--- src/rtl/exe_wb_stage.sv ---
// Execute stage with EXE/WB pipeline register. Single-cycle ALU ops complete in
// one cycle; MUL runs an LSB-first shift-add sequencer and stalls upstream.
module exe_wb_stage #(
    parameter int DSIZE = 16,
    parameter int ASIZE = 3
) (
    input  logic             clk,
    input  logic             rst,
    input  logic [DSIZE-1:0] rdata1_in,
    input  logic [DSIZE-1:0] rdata2_in,
    input  logic [DSIZE-1:0] imm_in,
    input  logic [2:0]       opcode_in,
    input  logic             alusrc_in,
    input  logic [ASIZE-1:0] waddr_in,
    output logic [DSIZE-1:0] result_out,
    output logic [ASIZE-1:0] waddr_out,
    output logic             wen_out,
    output logic             stall
);

    localparam int CW = (DSIZE > 1) ? $clog2(DSIZE) : 1;

    localparam logic [2:0] OP_ADD = 3'b000;
    localparam logic [2:0] OP_SUB = 3'b001;
    localparam logic [2:0] OP_AND = 3'b010;
    localparam logic [2:0] OP_OR  = 3'b011;
    localparam logic [2:0] OP_XOR = 3'b100;
    localparam logic [2:0] OP_SLT = 3'b101;
    localparam logic [2:0] OP_MUL = 3'b110;
    localparam logic [2:0] OP_NOP = 3'b111;

    typedef enum logic [1:0] {
        IDLE = 2'd0,
        BUSY = 2'd1,
        DONE = 2'd2
    } state_t;

    state_t           state_q, state_d;
    logic [CW-1:0]    cnt_q, cnt_d;
    logic [DSIZE-1:0] acc_q, acc_d;
    logic [DSIZE-1:0] mcand_q, mcand_d;
    logic [DSIZE-1:0] mplr_q, mplr_d;
    logic [DSIZE-1:0] result_q, result_d;
    logic [ASIZE-1:0] waddr_q, waddr_d;
    logic             wen_q, wen_d;

    logic [DSIZE-1:0] opb;
    logic [DSIZE-1:0] alu_res;
    logic [DSIZE-1:0] addend;
    logic             wen_rule;

    // Partial product for the current multiplier bit.
    generate
        for (genvar gi = 0; gi < DSIZE; gi++) begin : g_addend
            assign addend[gi] = mcand_q[gi] & mplr_q[0];
        end
    endgenerate

    always_comb begin
        opb      = alusrc_in ? imm_in : rdata2_in;
        wen_rule = (opcode_in != OP_NOP) && (waddr_in != '0);
        alu_res  = '0;
        case (opcode_in)
            OP_ADD:  alu_res = rdata1_in + opb;
            OP_SUB:  alu_res = rdata1_in - opb;
            OP_AND:  alu_res = rdata1_in & opb;
            OP_OR:   alu_res = rdata1_in | opb;
            OP_XOR:  alu_res = rdata1_in ^ opb;
            OP_SLT:  alu_res = {{(DSIZE-1){1'b0}}, ($signed(rdata1_in) < $signed(opb))};
            default: alu_res = '0;
        endcase
    end

    // Reset also drops stall so upstream is released while the stage is cleared.
    assign stall = !rst && (((state_q == IDLE) && (opcode_in == OP_MUL)) || (state_q == BUSY));

    always_comb begin
        state_d  = state_q;
        cnt_d    = cnt_q;
        acc_d    = acc_q;
        mcand_d  = mcand_q;
        mplr_d   = mplr_q;
        result_d = result_q;
        waddr_d  = waddr_q;
        wen_d    = 1'b0;
        case (state_q)
            IDLE: begin
                if (opcode_in == OP_MUL) begin
                    mcand_d = rdata1_in;
                    mplr_d  = opb;
                    acc_d   = '0;
                    cnt_d   = '0;
                    state_d = BUSY;
                end else begin
                    result_d = alu_res;
                    waddr_d  = waddr_in;
                    wen_d    = wen_rule;
                end
            end
            BUSY: begin
                acc_d   = acc_q + addend;
                mcand_d = mcand_q << 1;
                mplr_d  = mplr_q >> 1;
                cnt_d   = cnt_q + 1'b1;
                if (cnt_q == CW'(DSIZE - 1)) begin
                    state_d = DONE;
                end
            end
            DONE: begin
                // ID/EXE is still held here, so waddr_in is the MUL's destination.
                result_d = acc_q;
                waddr_d  = waddr_in;
                wen_d    = wen_rule;
                state_d  = IDLE;
            end
            default: state_d = IDLE;
        endcase
    end

    always_ff @(posedge clk or posedge rst) begin
        if (rst) begin
            state_q  <= IDLE;
            cnt_q    <= '0;
            acc_q    <= '0;
            mcand_q  <= '0;
            mplr_q   <= '0;
            result_q <= '0;
            waddr_q  <= '0;
            wen_q    <= 1'b0;
        end else begin
            state_q  <= state_d;
            cnt_q    <= cnt_d;
            acc_q    <= acc_d;
            mcand_q  <= mcand_d;
            mplr_q   <= mplr_d;
            result_q <= result_d;
            waddr_q  <= waddr_d;
            wen_q    <= wen_d;
        end
    end

    assign result_out = result_q;
    assign waddr_out  = waddr_q;
    assign wen_out    = wen_q;

endmodule
--- config.mk ---
export PLATFORM = sky130hd
export DESIGN_NAME = exe_wb_stage
export DESIGN_NICKNAME = d
export VERILOG_FILES = /design/src/rtl/exe_wb_stage.sv
export SDC_FILE = /design/constraint.sdc
export NUM_CORES = 1
export LEC_CHECK = 0
export ABC_AREA = 0
export CORE_MARGIN = 2
export CORE_UTILIZATION = 29
export DETAILED_ROUTE_END_ITERATION = 8
export MAX_ROUTING_LAYER = met4
export PLACE_DENSITY = 0.47
export SLEW_MARGIN = 20
export SYNTH_ARGS = -nofsm -noshare
export SYNTH_HDL_FRONTEND = slang
export SYNTH_SLANG_ARGS = --single-unit
export TNS_END_PERCENT = 50
--- constraint.sdc ---
create_clock -name clk -period 4.2 [get_ports clk]
set_input_delay 0.42 -clock clk [delete_from_list [all_inputs] [get_ports clk]]
set_output_delay 0.42 -clock clk [all_outputs]
set_load 0.03 [all_outputs]
==> flow_summary_export.csv <==
group,metric,value,unit
floorplanning,die_h,157,um
timing,max_slew_margin,33.8,%
logic_synthesis,synthArstFlopShare,100,%
detailed_routing,vias,6610,
detailed_routing,via_per_inst,5.29,
pwr,p_per_area,455,nW/um^2
global_routing,grt_overflow,0,
finish,n_antenna_cell,0,
finish,layout_common_cells,"nand2_1 (110), o21ai_0 (88), clkdlybuf4s50_1 (75), dfrtp_1 (74), ha_1 (71)",
global_routing,grt_usage,20.2,%
finish,final_util,35.8,%
clocking,numCtsBuffers,9,
clocking,cts.clk_slew.worst_paths,0.07,ns
detailed_routing,drcViolationCount,0,
pwr,leakage,3.71,nW
critical_path,critical_path.startpoint,"alusrc_in",
clocking,cts_tree,"built",
detailed_routing,wl,23900,um
timing,rsz0062_at_grt,"false",
floorplanning,core_area,23300,sq um
timing,fin_crit_sh,81.9,%
finish,finalNetCount,1057,
detailed_routing,firstDrtPassIters,5,
logic_synthesis,yosysWarnings,0,
clocking,cts.sinks,74,
critical_path,critPathLaunchType,"input port",
floorplanning,num_rows,56,
timing,maxSlewViolCount,0,
timing,fmax,291,MHz
critical_path,cp_cell_sequence,"clkdlybuf4s50_1, buf_4, mux2i_1, ha_1, and2b_1, a21boi_0, o21ai_0, a211oi_1, nor3_1, xor2_1, o21ai_0",
timing,clock_skew,0.0120,ns
detailed_routing,wl_per_cell,19.1,um
clocking,cts_resized,0,
global_routing,grt_max_degree,50,
critical_path,cp-end-kind,"register",
placement,dpl.cell_count,1234,
clocking,root_buffer,"clkbuf_16",
finish,final_common_cell,"nand2_1",
critical_path,crit_arrival,3.67,ns
timing,max_slew.worst_pin.slew,0.991,ns
timing,setup_tns,0,ns
critical_path,worst_path_largest_cell_delay,0.60,ns
job,max_cap_violations,0,
global_routing,antenna_found_initial,0,
outcome,status,"finished, final reports clean",
clocking,h-tree-depth,3,
hold_path,hold_class,"in -> async",
clocking,cts_max_path_buffers,2,
floorplanning,start_util,29.3,%
timing,final.min_clock_period,3.44,ns
clocking,clk_latency,0.36,ns
detailed_routing,drt_iter0_drc,396,
placement,placedInstanceArea,8030,sq um
critical_path,crit_slowest_cell,"clkdlybuf4s50_1",
critical_path,cp.required,4.43,ns
global_routing,grt_pass1_vias,6288,
floorplanning,die_area,24800,sq um
finish,design_area,8330,sq um
timing,finalHoldViolCount,0,
timing,setup_viol_count_final,0,
critical_path,regToRegStartpoint,"mcand_q[0]",
placement,gp_congestion,0.896,
logic_synthesis,syn_area,6820,sq um
critical_path,cp_max_fo,8,
finish,area_growth,22.1,%
critical_path,criticalPathCategory,"in -> reg",
logic_synthesis,ys.flop_type,"dfrtp_1",
logic_synthesis,synth-seq-area-share,27.1,%
finish,fill_cells,2483,
placement,place.port_buffers,77,
critical_path,cp_common_cell,"o21ai_0",
finish,layout.cells.non_filler,1250,
floorplanning,io_pins,78,
logic_synthesis,synth_edf_count,0,
critical_path,reg2reg_depth,10,
logic_synthesis,syn_area_per_cell,7.97,sq um
pwr,ir_drop,0.172,mV
detailed_routing,ant_nets,0,
finish,drive_gt1_share,7.09,%
logic_synthesis,ys_types,71,
logic_synthesis,netlist_instances,856,
logic_synthesis,ys_ff_latch,74,
placement,dpl.hpwl,18000,um
logic_synthesis,syn_nets,987,
clocking,post_cts_buffers,0,
floorplanning,die_w,157,um
pwr,fin_total_pwr,3.79,mW
global_routing,grt_pass1_wl,37000,um
clocking,hold_buffers,0,
[worst paths after layout]
kind / to / slack (ns)
min: acc_q[14] / 0.42
max: result_out[15] / 0.76
min in group clk: mplr_q[2] / 0.47
max in group asynchronous: mplr_q[3] / 2.73
min reg2reg: mplr_q[2] / 0.47
max reg2reg: acc_q[14] / 1.08
[flip-flops by register name, summed over array words and instances, names as in the netlist]
| name | count |
|---|---|
| mplr_q | 16 |
| waddr_out | 3 |
| wen_out | 1 |
| cnt_q | 4 |
| acc_q | 16 |
| state_q | 2 |
| result_out | 16 |
| mcand_q | 16 |
[metrics by stage]
step           setup slack (ns)  hold slack (ns)
6_report                  0.760            0.419
5_1_grt                   0.544            0.476
4_1_cts                   0.733            0.431
3_5_place_dp              0.389            0.461
3_3_place_gp              0.503            0.451
2_1_floorplan             0.655            0.445
[cell usage after synthesis, types with 4 or more instances]
master	instances	area [sq um]
o22ai_1	8	50.1
and2_1	21	131
o21ai_0	88	440
nor4_1	5	31.3
a221oi_1	5	43.8
buf_2	6	30.0
o21bai_1	4	30.0
mux2i_1	39	390
clkbuf_1	38	143
nor2_1	49	184
inv_1	53	199
dfrtp_1	74	1850
a21oi_1	64	320
a211o_1	4	35.0
xnor2_1	11	96.3
o31ai_1	8	60.1
o211ai_1	12	90.1
nand2b_1	6	37.5
xor2_1	9	78.8
nor2b_1	13	81.3
a31oi_1	12	75.1
o21a_1	8	60.1
or3_1	6	37.5
or4_1	4	30.0
buf_1	4	15.0
ha_1	71	888
a211oi_1	15	113
nand2_1	110	413
a21o_1	10	75.1
nor3_1	13	65.1
and3_1	9	56.3
nand3_1	13	65.1
[critical path, delay by kind of cell]
family / cells / cell delay [ns]
xor gates and xnor gates: 1 / 0.16
adders and majority gates: 1 / 0.40
buffers and inverters: 2 / 0.84
AOI/OAI and AO/OA: 4 / 0.99
muxes: 1 / 0.42
and+or+nand+nor: 2 / 0.43
[where the power goes]
| group | internal (mW) | total [mW] | switching (mW) | leakage (nW) |
|---|---|---|---|---|
| registers | 0.970 | 1.20 | 0.230 | 0.971 |
| clock network | 0.478 | 0.832 | 0.354 | 0.149 |
| logic | 0.697 | 1.76 | 1.06 | 2.59 |
| total | 2.15 | 3.79 | 1.64 | 3.71 |
[metal layers]
layer	wire length [um]	GRT usage, %	vias to the layer above
met1	11300	27.8	3199
li1	-	-	3196
met4	407	5.28	0
met2	11000	31.2	187
met3	1200	2.48	28
met5	0	-	-
[area by class of cell]
class,instances,area (sq um),area share (%)
inverter,53,200,2.40
clock buffer,10,239,2.87
multi-input combinational,677,4560,54.7
sequential,74,1850,22.2
tap,319,399,4.79
clock inverter,6,65.1,0.781
timing repair buffer,111,1020,12.2
[cells by family after synthesis]
kind of cell / synth area share [%]
AO/OA/AOI/OAI: 26.3
XOR/XNOR: 2.57
adder cells (fa/ha/maj): 13.9
buffers and inverters: 6.16
flip-flops: 27.1
multiplexers: 5.89
AND/OR/NAND/NOR: 18.1
Power figures use the tool's default switching activity.
